## config.mk

```make
export PLATFORM = sky130hd
export DESIGN_NAME = tally_arbiter
export DESIGN_NICKNAME = d
export VERILOG_FILES = /design/src/rtl/tally_arbiter.sv
export SDC_FILE = /design/constraint.sdc
export NUM_CORES = 1
export LEC_CHECK = 0
export CORE_MARGIN = 4
export CORE_UTILIZATION = 60
export CTS_BUF_LIST = sky130_fd_sc_hd__clkbuf_8
export DETAILED_ROUTE_END_ITERATION = 12
export PLACE_DENSITY_LB_ADDON = 0.25
export SLEW_MARGIN = 20
export SYNTH_ARGS = -nofsm -noshare
export SYNTH_HDL_FRONTEND = slang
export SYNTH_SLANG_ARGS = --single-unit
export TNS_END_PERCENT = 1
```

## constraint.sdc

```tcl
create_clock -name i_Clk -period 4 [get_ports i_Clk]
set_input_delay 0.6 -clock i_Clk [delete_from_list [all_inputs] [get_ports i_Clk]]
set_output_delay 0.6 -clock i_Clk [all_outputs]
set_load 0.01 [all_outputs]
```

## src/rtl/tally_arbiter.sv

```systemverilog
// tally_arbiter: 8-bit saturating score driven by auto-repeating buttons (port A) and a
// valid/ready command port (port B), with round-robin arbitration between the two.
module tally_arbiter #(
    parameter int REPEAT_DELAY = 12500000,
    parameter int REPEAT_RATE  = 2500000
) (
    input  logic       i_Clk,
    input  logic       i_Rst_L,
    input  logic       i_Btn_Inc,
    input  logic       i_Btn_Dec,
    input  logic       i_Btn_Clr,
    input  logic       i_Cmd_Valid,
    input  logic [1:0] i_Cmd_Op,
    output logic       o_Cmd_Ready,
    output logic [7:0] o_Score,
    output logic       o_Sat
);
    localparam int CW = $clog2(REPEAT_DELAY > REPEAT_RATE ? REPEAT_DELAY : REPEAT_RATE);
    localparam logic [1:0] OP_NOP = 2'b00, OP_INC = 2'b01, OP_DEC = 2'b10, OP_CLR = 2'b11;
    typedef enum logic [1:0] {IDLE, WAIT, REPEAT} rep_t;

    logic [2:0]    btn, btn_q, btn_p, arm_q, ev;
    logic [1:0]    go, rep;
    rep_t          st_q [2];
    rep_t          st_d [2];
    logic [CW-1:0] cnt_q [2];
    logic [CW-1:0] cnt_d [2];
    logic          pend_a, last_b, grant_a, grant_b, ri, rd, sat_d;
    logic [1:0]    op_a, new_op, op;
    logic [7:0]    score_d;

    assign btn = {i_Btn_Clr, i_Btn_Dec, i_Btn_Inc};
    // A button held through reset stays disarmed until it has been seen released.
    assign ev = btn_q & ~btn_p & arm_q;
    assign go = {ev[1] & ~ev[0] & ~ev[2], ev[0] & ~ev[1] & ~ev[2]};

    always_comb begin
        for (int i = 0; i < 2; i++) begin
            st_d[i]  = st_q[i];
            cnt_d[i] = cnt_q[i] + 1'b1;
            rep[i]   = 1'b0;
            if (!btn_q[i]) begin
                st_d[i]  = IDLE;
                cnt_d[i] = '0;
            end else if (st_q[i] == IDLE) begin
                cnt_d[i] = '0;
                if (go[i]) st_d[i] = WAIT;
            end else if (st_q[i] == WAIT && cnt_q[i] == CW'(REPEAT_DELAY - 1)) begin
                st_d[i]  = REPEAT;
                cnt_d[i] = '0;
                rep[i]   = 1'b1;
            end else if (st_q[i] == REPEAT && cnt_q[i] == CW'(REPEAT_RATE - 1)) begin
                cnt_d[i] = '0;
                rep[i]   = 1'b1;
            end
        end
    end

    assign ri          = ev[0] | rep[0];
    assign rd          = ev[1] | rep[1];
    assign new_op      = ev[2] ? OP_CLR : (ri & rd) ? OP_NOP : ri ? OP_INC : rd ? OP_DEC : OP_NOP;
    assign o_Cmd_Ready = ~(pend_a & last_b);
    assign grant_a     = pend_a & (~i_Cmd_Valid | last_b);
    assign grant_b     = i_Cmd_Valid & o_Cmd_Ready;
    assign op          = grant_a ? op_a : grant_b ? i_Cmd_Op : OP_NOP;
    assign sat_d       = (op == OP_INC && o_Score == 8'hff) || (op == OP_DEC && o_Score == 8'h00);
    assign score_d     = op == OP_CLR ? 8'h00 : sat_d ? o_Score :
                         op == OP_INC ? o_Score + 8'd1 : op == OP_DEC ? o_Score - 8'd1 : o_Score;

    always_ff @(posedge i_Clk or negedge i_Rst_L) begin
        if (!i_Rst_L) begin
            btn_q    <= '0;
            btn_p    <= '0;
            arm_q    <= '0;
            st_q[0]  <= IDLE;
            st_q[1]  <= IDLE;
            cnt_q[0] <= '0;
            cnt_q[1] <= '0;
            pend_a   <= 1'b0;
            op_a     <= OP_NOP;
            last_b   <= 1'b1;
            o_Score  <= 8'h00;
            o_Sat    <= 1'b0;
        end else begin
            btn_q    <= btn;
            btn_p    <= btn_q;
            arm_q    <= arm_q | ~btn;
            st_q[0]  <= st_d[0];
            st_q[1]  <= st_d[1];
            cnt_q[0] <= cnt_d[0];
            cnt_q[1] <= cnt_d[1];
            o_Score  <= score_d;
            o_Sat    <= sat_d;
            last_b   <= grant_a ? 1'b0 : grant_b ? 1'b1 : last_b;
            if (new_op != OP_NOP && (!pend_a || grant_a)) begin
                pend_a <= 1'b1;
                op_a   <= new_op;
            end else if (grant_a) begin
                pend_a <= 1'b0;
            end
        end
    end
endmodule

```

# [Word level (Yosys, flattened, before mapping)]
# Cells that the tools add are included.
[word_totals] ff_bits=74 out_inout_bits=10 elab_cells=112
[op_classes] addsub=4 eq_ne=17 n_mux=38 bitwise=21 reduce_logical=20
[ops] op="24-bit 2-to-1 mux" count=8
[ops] op="24-bit by 1-bit adder with 24-bit output (second input constant)" count=2
[ops] op="24-bit by 22-bit equality test with 1-bit output (second input constant)" count=2
[ops] op="24-bit equality test (second input constant)" count=2
[ops] op="8-bit 2-to-1 mux" count=4
[ops] op="2-bit 2-to-1 mux" count=14
[ops] op="1-bit 2-to-1 mux" count=12
[ops] op="8-bit by 1-bit adder with 8-bit output (second input constant)" count=1
[ops] op="1-bit bitwise AND" count=8
[ops] op="2-bit equality test (second input constant)" count=4
[ops] op="8-bit equality test (second input constant)" count=1
[ops] op="8-bit zero test" count=1
[ops] op="8-bit by 1-bit subtractor with 8-bit output (second input constant)" count=1
[ops] op="1-bit logical AND" count=7
[ops] op="3-bit bitwise AND" count=2
[ops] op="2-bit by 1-bit equality test with 1-bit output (second input constant)" count=3
[ops] op="3-bit by 1-bit inequality test with 1-bit output (second input constant)" count=2
[ops] op="3-bit inequality test (second input constant)" count=2
[ops] op="3-bit inverter" count=2
[ops] op="2-bit AND reduction" count=3
[ops] op="2-bit nonzero test" count=3
[ops] op="1-bit inverter" count=5
[ops] op="2-bit zero test" count=2
[ops] op="1-bit OR" count=3
[ops] op="5 further kinds" count=6

# [Depth between registers and ports, before layout]
# Gate-level depths: netlist (run 1).
[logic_depth] depth_word=14 depth_mapped=10 mapped_depth_nobuf=10

# [Worst setup path before layout (run 1)]
# No wires, ideal clock.
[synth_timing] path_type="input port to flip-flop" start="in i_Cmd_Valid" end="reg o_Score[7]" t_arrival_ns=2.663 setup_slack_ns=1.200 cell_stages=10 n_path_buf=0 cell_sequence="a21boi_2 a32o_1 nor2_1 inv_1 ha_1 or2_2 a21o_1 and3_1 o41ai_1 o31ai_1"
[synth_between] elab_chain_len=9 word_cells_on_any_way=18 classes_between="4 x eq/ne; 5 x mux; 4 x bitwise; 5 x reduce/logical"
[synth_rtl] element="start, declared" line="12" rtl="input logic i_Cmd_Valid,"
[synth_rtl] element="1-bit inverter" line="63" rtl="assign grant_a = pend_a & (~i_Cmd_Valid | last_b);"
[synth_rtl] element="1-bit OR" line="63"
[synth_rtl] element="1-bit bitwise AND" line="63"
[synth_rtl] element="2-bit 2-to-1 mux *" line="65" rtl="assign op = grant_a ? op_a : grant_b ? i_Cmd_Op : OP_NOP;"
[synth_rtl] element="2-bit by 1-bit equality test with 1-bit output or 2-bit equality test (tied branches)" line="66, 68"
[synth_rtl] element="1-bit logical AND" line="66" rtl="assign sat_d = (op == OP_INC && o_Score == 8'hff) || (op == OP_DEC && o_Score == 8'h00);"
[synth_rtl] element="1-bit logical OR" line="66"
[synth_rtl] element="2-bit by 1-bit inequality test with 1-bit output (no line)"
[synth_rtl] element="2-bit AND reduction (no line)"
[synth_rtl] element="end signal, assigned" line="92" rtl="o_Score <= score_d;"
[synth_rtl] element="end, declared" line="15" rtl="output logic [7:0] o_Score,"
# Every way passes the cells marked *; elsewhere a longest branch is shown, timed or not. The select of a mux whose other input is x is not followed.
# A chain may end at the register's enable or synchronous reset.

# [Final worst setup path (run 1)]
# Ends and elaborated chain as after synthesis.

==> results.txt, run 1 <==
----------------------------------------------------
[Global routing]
  Largest net degree at the start of global routing ... 75
  Number of antenna violations at the first check in global routing ... 0
  Total routing usage reported by global routing ... 20.7%
  Wire length of the first global-routing pass ... 14000 um
  Leftover overflow at the end of global routing ... 0
  Vias in the first global route ... 2947

[Drt]
  DRC viols ... 0
  Violation count after the first detailed-route iteration ... 244
  Aggregate routed wire length ... 7930 um
  Routed wirelength normalized by instance count ... 15.6 um
  Number of routed nets with antenna violations ... 0
  First-pass detailed-route iteration total ... 5
  Total via count after detailed routing ... about 3.1k
  Detailed-route vias per instance ... approximately 6.1

[Clock network]
  Clock tree from TritonCTS ... built
  Post CTS Setup Buffer Count ... 0
  Root buffer cell ... clkbuf_8
  Maximum clock insertion buffer count ... 2
  CTS Sinks ... 74
  CTS hold repair buffers ... 0
  Number of buffers created by CTS ... 9
  Clk slew on worst S/H paths ... 0.08 ns
  CTS resizes ... 0
  Clock Latency Late Sink ... 0.35 ns
  Level count of the clock H-tree ... 3

[Synth]
  Distinct cells, synth ... 66
  Yosys warning count ... 0
  EDFF count, synth ... 0
  Average instance area after synthesis ... about 10 um2
  Total standard cell area after synthesis ... 4060 um2
  Post-synthesis sequential element count ... 74
  Post-synthesis async set-or-reset flop share ... 100%
  Synth cell count leaders ... dfrtp_1 (73), nor2_1 (59), xnor2_1 (27)
  Post-synthesis cell type with the largest combined area ... dfrtp_1
  Share of synthesized area occupied by flip-flops and latches ... 45.6%
  Synth top area share ... 45.0%
  Synth area leaders ... dfrtp_1 (45%), xnor2_1 (5.8%), nor2_1 (5.5%)
  Post-synthesis instance total ... 408
  Net count after synthesis ... about 430
  Dominant register cell in the synthesized netlist ... dfrtp_1
  Dominant cell by count in the synthesized netlist ... dfrtp_1

[Critical path]
  Cells along the critical path ... clkdlybuf4s50_1 > nand2b_1 > a32o_1 > nor2_1 > inv_1 > ha_1 > or2_2 > a21o_1 > and3_1 > o41ai_1 > o31ai_1
  Worst path max stage delay ... 0.52 ns
  Required time of the critical path ... between 4 and 5 ns
  Slowest cell on crit path ... clkdlybuf4s50_1
  Maximum net fanout on the critical path ... 6
  Endpoint kind of the worst setup timing path ... register
  Critical Path AT ... 3.57 ns
  Startpoint Class ... input pin
  Classification of the worst setup path ... input pin to register

[Pwr]
  Fraction of power consumed by combinational cells ... between 30% and 40%
  Fraction of power consumed by the clock network ... 29.2%
  Net Sw Frac ... a little under a third
  Peak ir drop on the vdd network ... 0.000224 V
  Internal ... 0.00149 W
  Psw ... between 0.0006 and 0.0007 W
  Overall power ... approximately 0.0022 W
  PD cells ... 489 nW/um2
  Part of the power in registers ... 40.5%
  Cell leakage power ... ~1.7 nW

[Timing]
  Final worst path period share ... 83.7%
  Setup repair after global routing missed its margin ... false
  Setup TNS after final layout ... 0 ns
  Highest clock frequency the design can meet ... 299 MHz
  Minimum clock period after layout ... 3.35 ns
  Count of final setup violators ... 0
  Relative slew slack ... 29.5%
  Clock Skew ... 0.0104 ns
  Final-report max-slew violation count ... 0
  Actual transition at the worst max-transition pin ... ~1.1 ns
  Number of hold-slack violations in the final timing report ... 0

[Die]
  Starting Density ... a little over three fifths
  Die width ... 90.3 um
  Area of the die ... 8150 um2
  Number of top-level pins ... 18
  Placeable core area ... 6460 um2
  Cell row count ... 29
  Vertical die dimension ... 90.3 um

[Cells and area]
  Ratio of cells with drive above 1 in the final layout ... 8.37%
  Layout Area Growth over Synthesis ... 9.98%
  Layout Nets ... 443
  Number of diodes added for antenna fixing ... 0
  Post-Route Utilization ... between 60 and 70%
  Final cell count without fillers ... 507

[Placement]
  Post-placement cell count ... ~500
  Count of buffers inserted at the top-level ports ... 17
  HPWL after detailed placement ... 5380 um
  RePlAce Congestion ... about 0.90

[Hold path]
  Hold crit path type ... input pin to async pin

[Run status]
  Outcome ... finished, final reports clean

[Job]
  Maxcap violations ... 0

----------------------------------------------------
-- flip-flops by register name, summed over array words and instances, names as in the netlist --
register,cells
cnt_q,48
o_Score,8
st_q,4
arm_q,3
btn_p,3
btn_q,3
op_a,2
last_b,1
o_Sat,1
pend_a,1
-- per-stage QoR --
step | setup slack (ns) | hold WS [ns] | area (um2)
after floorplan | 1.20 | 0.304 | 4060
after global placement | 0.526 | 0.398 | 4250
after CTS | 0.717 | 0.415 | 4470
final | 0.651 | 0.364 | 4470
after detailed placement | 0.411 | 0.398 | 4250
after global routing | 0.597 | 0.443 | 4470
-- critical path, delay by kind of cell --
family / cells / cell delay (ns)
adder cells (fa/ha/maj): 1 / 0.37
buffers and inverters: 2 / 0.71
AO/OA/AOI/OAI: 4 / 1.00
AND/OR/NAND/NOR: 4 / 0.89
-- metal layers --
metal	global-route usage [%]	part of all wire, %	wire, um	up-vias
li1	-	-	-	1498
met1	29.5	48	3780	1493
met2	31.6	46	3640	79
met3	5.67	5.4	429	11
met4	4.85	1.1	84	0
met5	0	0	0	-
-- power by group through the flow --
stage | Sequential (W) | Combinational, W | Clock [W]
after floorplan | 0.000895 | 0.000439 | 0
after global placement | 0.000894 | 0.000624 | 0
after detailed placement | 0.000897 | 0.000641 | 0
after CTS | 0.000883 | 0.000656 | 0.000647
after global routing | 0.000895 | 0.000731 | 0.000685
final | 0.000885 | 0.000662 | 0.000637
-- worst paths after layout --
check                           slack, ns   startpoint  depth (start not counted)          to
worst min-delay path                 0.36      i_Rst_L                          1  o_Score[6]
min in group i_Clk                   0.43     btn_q[2]                          0    btn_p[2]
worst max register to register       0.89       last_b                         10  o_Score[7]
worst max-delay path                 0.65  i_Cmd_Valid                         11  o_Score[7]
max in group asynchronous            3.04      i_Rst_L                          1   cnt_q[33]
worst min register to register       0.43     btn_q[2]                          0    btn_p[2]
-- area by class of cell --
class                   count  area [um2]
flip-flops and latches     74        1850
fillers                   487        1990
repair buffers             17         168
multi-input cells         306        2060
inverters                  18        67.6
clock buffers              10         138
clock inverters             5        80.1
well taps                  77        96.3
-- cells in the final DEF (no fill, tap or decap), drive strengths merged, types with 4 or more instances in the layout --
cell / instances
nor3: 14
nor2b: 5
nand2: 26
nand2b: 5
or3: 4
nand3b: 6
xnor2: 27
inv: 19
dfrtp: 73
xor2: 17
and4: 4
ha: 8
nor4: 14
o31ai: 4
a21oi: 9
o2111ai: 5
o211ai: 4
nand4: 13
nor2: 61
o21ai: 10
and3: 8
clkbuf: 10
clkdlybuf4s50: 16
nand3: 18
-- kinds of logic after synthesis --
family	count (synthesis)	share of synthesized area, %
buf+inv	28	3.54
mux	3	0.801
flops	74	45.6
xor+xnor	44	9.49
fa+ha+maj	9	2.96
simple gates	196	27.2
compound gates	54	10.4
No activity file was read; power rests on OpenSTA's default activity.
==> inputs of run 2 (changes only) <==
Settings changed: CORE_UTILIZATION 60 to 57.
Clock period 4 ns to 3 ns, I/O delays scaled along.
==> run 2 against run 1 <==
Die area up 4.8%. Sequential cell count unchanged. Global-route usage shrank 0.42 points. Sequential power grew 33%. Critical path depth up 1. Worst hold slack worse by 0.13 ns. Via count up 0.42%. Critical endpoint unchanged.
==> results.txt, run 2 (synthesized netlist as in run 1, its figures left out) <==
----------------------------------------------------
[Critical path]
  Classification of the worst setup path ... input pin to register (unchanged)
  Startpoint Class ... input pin (unchanged)
  Critical Path AT ... 3.04 ns (was 3.57 ns)
  Reg2reg setup slack ... 0.29 ns (was 0.89 ns)
  Maximum net fanout on the critical path ... 4 (was 6)
  Path depth of the worst reg2reg path ... 11 (was 10)
  Worst path max stage delay ... 0.50 ns (was 0.52 ns)
  Required time of the critical path ... 3.21 ns (was 4.22 ns)
  RR Startpoint ... last_b (unchanged)
  Endpoint kind of the worst setup timing path ... register (unchanged)
  Reg2Reg Capture Point ... o_Score[7] (unchanged)
  Cells along the critical path ... clkdlybuf4s50_1 > nand2b_1 > a32o_1 > nor2_1 > inv_1 > buf_4 > ha_1 > nand3_1 > o2111ai_1 > and3_1 > o41ai_1 > o31ai_1 (was clkdlybuf4s50_1 > nand2b_1 > a32o_1 > nor2_1 > inv_1 > ha_1 > or2_2 > a21o_1 > and3_1 > o41ai_1 > o31ai_1)
  Slowest cell on crit path ... clkdlybuf4s50_1 (unchanged)
  Critical path's top delay family ... compound AO/OA/AOI/OAI gates (unchanged)
  Buffers & Inverters on Critical Path ... 3 (was 2)

[Die]
  Starting Density ... 59.1% (was 62.9%)
  Die width ... 92.4 um (was 90.3 um)
  Number of top-level pins ... 18 (unchanged)
  Vertical die dimension ... 92.4 um (was 90.3 um)
  Placeable core area ... 6870 um2 (was 6460 um2)
  Area of the die ... 8540 um2 (was 8150 um2)
  Cell row count ... 30 (was 29)

[Clock network]
  Number of buffers created by CTS ... 9 (unchanged)
  Clk slew on worst S/H paths ... 0.08 ns (about the same)
  Level count of the clock H-tree ... 3 (unchanged)
  CTS Sinks ... 74 (unchanged)
  Clock tree from TritonCTS ... built (unchanged)
  CTS resizes ... 0 (unchanged)
  Root buffer cell ... clkbuf_8 (unchanged)
  Clock Latency Late Sink ... 0.34 ns (was 0.35 ns)
  Post CTS Setup Buffer Count ... 0 (unchanged)
  CTS hold repair buffers ... 0 (unchanged)
  Maximum clock insertion buffer count ... 2 (unchanged)

[Run status]
  Outcome ... finished, final reports clean (unchanged)

[Cells and area]
  Register with the most flip-flops ... cnt_q (unchanged)
  Layout Area Growth over Synthesis ... 11.6% (was 9.98%)
  Number of diodes added for antenna fixing ... 0 (unchanged)
  Fill count ... 565 (was 487)
  Ratio of cells with drive above 1 in the final layout ... 10.6% (was 8.37%)
  Flip-flop count of the largest register, all copies and words added ... 48 (unchanged)
  Largest registers ... cnt_q (48), o_Score (8), st_q (4) (unchanged)
  Commonest non-fill, non-tap cell in the layout ... dfrtp_1 (unchanged)
  Post-Route Utilization ... 66.0% (was 69.1%)
  Most frequent cells in the layout ... dfrtp_1 (73), nor2_1 (59), xnor2_1 (27) (unchanged)
  Layout Nets ... 455 (was 443)

[Global routing]
  Total routing usage reported by global routing ... 20.3% (was 20.7%)
  Largest net degree at the start of global routing ... 75 (unchanged)
  GR Util met1 ... 27.9% (was 29.5%)
  Vias in the first global route ... 3021 (was 2947)
  Global route hottest layer ... met2 (unchanged)
  Met3 track utilization from global routing ... 3.66% (was 5.67%)
  Wire length of the first global-routing pass ... 14100 um (was 14000 um)
  Met2 GRT Util ... 32.1% (was 31.6%)
  Number of antenna violations at the first check in global routing ... 0 (unchanged)
  Leftover overflow at the end of global routing ... 0 (unchanged)

[Drt]
  First-pass detailed-route iteration total ... 4 (was 5)
  Violation count after the first detailed-route iteration ... 97 (was 244)
  Detailed-route vias per instance ... 5.75 (was 6.08)
  Number of routed nets with antenna violations ... 0 (unchanged)
  DRC viols ... 0 (unchanged)
  Aggregate routed wire length ... 7900 um (was 7930 um)
  Total via count after detailed routing ... 3094 (was 3081)
  Routed wirelength normalized by instance count ... 14.7 um (was 15.6 um)

[Timing]
  Number of hold-slack violations in the final timing report ... 0 (unchanged)
  Minimum clock period after layout ... 2.84 ns
  Final worst path period share ... 94.6%
  Setup repair after global routing missed its margin ... false (unchanged)
  Final-report max-slew violation count ... 0 (unchanged)
  Relative slew slack ... 27.3% (was 29.5%)
  Clock Skew ... 0.00895 ns (was 0.0104 ns)
  Actual transition at the worst max-transition pin ... 1.09 ns (was 1.05 ns)
  Count of final setup violators ... 0 (unchanged)
  Tightest hold margin ... 0.234 ns (was 0.364 ns)
  Highest clock frequency the design can meet ... approximately 350 MHz

[Placement]
  HPWL after detailed placement ... 5610 um (was 5380 um)
  RePlAce Congestion ... 0.829 (was 0.900)
  Count of buffers inserted at the top-level ports ... 17 (unchanged)

[Job]
  Maxcap violations ... 0 (unchanged)

[Pwr]
  Internal ... 0.00192 W (was 0.00149 W)
  Overall power ... 0.00283 W (was 0.00218 W)
  Net Sw Frac ... 32.3% (was 31.8%)
  Part of the power in registers ... 41.7% (was 40.5%)
  Fraction of power consumed by the clock network ... 24.1% (was 29.2%)
  Cell leakage power ... 1.77 nW (was 1.73 nW)
  Psw ... 0.000916 W (was 0.000695 W)
  PD cells ... 625 nW/um2 (was 489 nW/um2)
  Fraction of power consumed by combinational cells ... 34.2% (was 30.3%)
  Peak ir drop on the vdd network ... 0.000313 V (was 0.000224 V)

[Hold path]
  Hold crit path type ... input pin to async pin (unchanged)

----------------------------------------------------
## run 2: changes by cell type in the layout (fill, tap and decap cells not counted), sizes merged
cell / change
bufinv: -2
buf: +12
clkbuf: +1
inv: +1
## run 2: worst reg2reg max path, delay by kind of cell, from the launching register on
| kind | cells | cell delay [ns] |
|---|---|---|
| AOI/OAI and AO/OA | 4 | 0.77 |
| DFF | 1 | 0.56 |
| adders and majority gates | 1 | 0.32 |
| and+or+nand+nor | 4 | 0.68 |
| buffers and inverters | 2 | 0.24 |
## run 2: power groups by stage
stage	Clock (W)	Sequential [W]	Combinational [W]
after global placement	0	0.00119	0.000932
final	0.000683	0.00118	0.000968
after detailed placement	0	0.00120	0.000963
after global routing	0.000746	0.00120	0.00107
after floorplan	0	0.00119	0.000586
after CTS	0.000698	0.00118	0.000969
## run 2: cell type report
type	instances	area, um2	share of cell area (%)
Multi-Input combinational cell	306	2060	45.5
Sequential cell	74	1850	40.9
Timing Repair Buffer	29	258	5.69
Clock buffer	11	151	3.34
Tap cell	96	120	2.65
Inverter	18	67.6	1.49
Clock inverter	4	20.0	0.442
## run 2: routing by layer
| metal | routed length [um] | vias up |
|---|---|---|
| li1 | - | 1525 |
| met1 | 3890 | 1511 |
| met5 | 0 | - |
| met2 | 3650 | 49 |
| met3 | 253 | 9 |
| met4 | 102 | 0 |
## run 2: worst max path at each step
stage,startpoint,end,cells past startpoint
final,i_Cmd_Valid,o_Score[7],12
after global routing,i_Cmd_Valid,o_Score[7],12
after CTS,i_Cmd_Valid,o_Score[7],12
after detailed placement,i_Cmd_Valid,o_Score[7],12
after global placement,i_Cmd_Valid,o_Score[7],11
after floorplan,last_b,o_Score[7],10
## run 2: stage by stage
step	instance area, um2	std cells	setup TNS (ns)	setup WS, ns
5_1_grt	4530	538	0	0.0120
4_1_cts	4530	538	0	0.214
3_5_place_dp	4360	523	-0.184	-0.141
6_report	4530	538	0	0.163
3_3_place_gp	4360	523	-0.0399	-0.0399
2_1_floorplan	4060	408	0	0.298
==> inputs of run 3 (changes only) <==
Settings changed: CAP_MARGIN set to 20, CORE_UTILIZATION 57 to 60.
Clock period 3 ns to 2.95 ns, I/O delays scaled along.
==> run 3 against run 2 <==
Sequential share of layout area is 0.57 points lower. Critical path type unchanged. First-iteration DRC count grew to 2.5 times the previous value. Largest cell class unchanged. Register-to-register slack worse by 0.02 ns. Sequential power hardly changed. Largest power group unchanged.
==> results.txt, run 3 (synthesized netlist as in run 1, its figures left out) <==
----------------------------------------------------
[Run status]
  Outcome ... finished, final reports clean (unchanged)

[Cells and area]
  Largest registers ... cnt_q (48), o_Score (8), st_q (4) (unchanged)
  Final cell count without fillers ... 527 (was 538)
  Register with the most flip-flops ... cnt_q (unchanged)
  Number of diodes added for antenna fixing ... 0 (unchanged)
  Commonest non-fill, non-tap cell in the layout ... dfrtp_1 (unchanged)
  Layout Area Growth over Synthesis ... 13.2% (was 11.6%)
  Layout Nets ... 463 (was 455)
  Post-route cell area ... 4600 um2 (was 4530 um2)
  Most frequent cells in the layout ... dfrtp_1 (73), nor2_1 (59), xnor2_1 (27) (unchanged)
  Flip-flop count of the largest register, all copies and words added ... 48 (unchanged)
  Ratio of cells with drive above 1 in the final layout ... 12.7% (was 10.6%)
  Post-Route Utilization ... 71.2% (was 66.0%)

[Timing]
  Highest clock frequency the design can meet ... 359 MHz
  Number of hold-slack violations in the final timing report ... 0 (unchanged)
  Setup repair after global routing missed its margin ... false (unchanged)
  Setup TNS after final layout ... 0 ns (unchanged)
  Clock Skew ... 0.00864 ns (was 0.00895 ns)
  Final-report max-slew violation count ... 0 (unchanged)
  Minimum clock period after layout ... around 2.8 ns
  Relative slew slack ... 33.4% (was 27.3%)
  Actual transition at the worst max-transition pin ... 0.997 ns (was 1.09 ns)
  Final worst path period share ... 94.4%
  Count of final setup violators ... 0 (unchanged)
  Tightest hold margin ... 0.213 ns (was 0.234 ns)

[Critical path]
  Critical Path AT ... 3.01 ns (was 3.04 ns)
  Startpoint Class ... input pin (unchanged)
  Buffers & Inverters on Critical Path ... 3 (unchanged)
  Reg2reg setup slack ... 0.27 ns (was 0.29 ns)
  Maximum net fanout on the critical path ... 4 (unchanged)
  Endpoint kind of the worst setup timing path ... register (unchanged)
  Cells along the critical path ... clkdlybuf4s50_1 > nand2b_1 > a32o_1 > nor2_1 > inv_1 > buf_4 > ha_1 > nand3_1 > o2111ai_1 > and3_1 > o41ai_2 > o31ai_1 (was clkdlybuf4s50_1 > nand2b_1 > a32o_1 > nor2_1 > inv_1 > buf_4 > ha_1 > nand3_1 > o2111ai_1 > and3_1 > o41ai_1 > o31ai_1)
  Critical path's top delay family ... compound AO/OA/AOI/OAI gates (unchanged)
  Slowest cell on crit path ... clkdlybuf4s50_1 (unchanged)
  Required time of the critical path ... 3.17 ns (was 3.21 ns)
  Classification of the worst setup path ... input pin to register (unchanged)
  Worst path max stage delay ... 0.49 ns (was 0.50 ns)

[Pwr]
  Cell leakage power ... 1.82 nW (was 1.77 nW)
  Peak ir drop on the vdd network ... 0.000324 V (was 0.000313 V)
  PD cells ... 650 nW/um2 (was 625 nW/um2)

[Drt]
  First-pass detailed-route iteration total ... 4 (unchanged)
  Detailed-route vias per instance ... 5.99 (was 5.75)
  Number of routed nets with antenna violations ... 0 (unchanged)
  DRC viols ... 0 (unchanged)
  Aggregate routed wire length ... 8120 um (was 7900 um)
  Violation count after the first detailed-route iteration ... 247 (was 97)
  Total via count after detailed routing ... 3158 (was 3094)
  Routed wirelength normalized by instance count ... 15.4 um (was 14.7 um)

[Die]
  Starting Density ... 62.9% (was 59.1%)
  Area of the die ... 8150 um2 (was 8540 um2)
  Number of top-level pins ... 18 (unchanged)
  Die width ... 90.3 um (was 92.4 um)
  Vertical die dimension ... 90.3 um (was 92.4 um)
  Cell row count ... 29 (was 30)
  Placeable core area ... 6460 um2 (was 6870 um2)

[Global routing]
  Largest net degree at the start of global routing ... 75 (unchanged)
  Leftover overflow at the end of global routing ... 0 (unchanged)
  Wire length of the first global-routing pass ... 14100 um (about the same)
  Vias in the first global route ... 3053 (was 3021)
  Total routing usage reported by global routing ... 21.0% (was 20.3%)
  Number of antenna violations at the first check in global routing ... 0 (unchanged)

[Clock network]
  Post CTS Setup Buffer Count ... 0 (unchanged)
  Root buffer cell ... clkbuf_8 (unchanged)
  Clock tree from TritonCTS ... built (unchanged)
  Level count of the clock H-tree ... 3 (unchanged)
  CTS Sinks ... 74 (unchanged)
  Number of buffers created by CTS ... 9 (unchanged)
  Maximum clock insertion buffer count ... 2 (unchanged)
  CTS resizes ... 0 (unchanged)
  Clock Latency Late Sink ... 0.34 ns (about the same)
  CTS hold repair buffers ... 0 (unchanged)
  Clk slew on worst S/H paths ... 0.07 ns (was 0.08 ns)

[Placement]
  Count of buffers inserted at the top-level ports ... 17 (unchanged)
  Post-placement cell count ... 511 (was 523)
  HPWL after detailed placement ... 5650 um (was 5610 um)
  Post-detailed-placement cell area ... 4390 um2 (was 4360 um2)
  RePlAce Congestion ... 0.933 (was 0.829)

[Hold path]
  Hold crit path type ... input pin to async pin (unchanged)

[Job]
  Maxcap violations ... 0 (unchanged)

----------------------------------------------------
run 3: metal layers:
metal	routed length (um)	part of all wire, %	global-route usage [%]	up-vias
li1	-	-	-	1540
met1	3720	46	29.4	1527
met2	3860	47	32.4	81
met3	458	5.6	4.83	10
met4	90	1.1	7.27	0
met5	0	0	0	-
run 3: final timing paths:
path	start	to	cells after the start
max	i_Cmd_Valid	o_Score[7]	12
min in group i_Clk	btn_q[2]	btn_p[2]	0
min reg2reg	btn_q[2]	btn_p[2]	0
max reg2reg	last_b	o_Score[7]	11
max in group asynchronous	i_Rst_L	cnt_q[22]	1
min	i_Rst_L	o_Score[7]	1
run 3: report_power, final:
group	switching, W	internal (W)	leakage [nW]	total (W)
Clock	0.000359	0.000381	0.0963	0.000740
Combinational	0.000481	0.000563	0.747	0.00104
Sequential	0.000112	0.00109	0.976	0.00121
run 3: cell type report:
class | count | area [um2]
Clock buffer | 9 | 124
Fill cell | 475 | 1860
Tap cell | 77 | 96.3
Timing Repair Buffer | 37 | 325
Sequential cell | 74 | 1850
Inverter | 18 | 67.6
Clock inverter | 6 | 60.1
Multi-Input combinational cell | 306 | 2070
run 3: worst register-to-register path, stage by stage, from the launching register on:
cell,delay [ns]
dfstp_2,0.56
nand2b_1,0.20
a32oi_2,0.14
nor2_1,0.18
inv_1,0.10
buf_4,0.16
ha_1,0.32
nand3_1,0.12
o2111ai_1,0.19
and3_1,0.23
o41ai_2,0.27
o31ai_1,0.11
run 3: through the flow:
step	setup slack, ns	power [W]
global placement	-0.111	0.00222
detailed placement	-0.199	0.00225
global route	0.00135	0.00318
CTS	0.120	0.00300
finish	0.165	0.00299
floorplan	0.248	0.00181
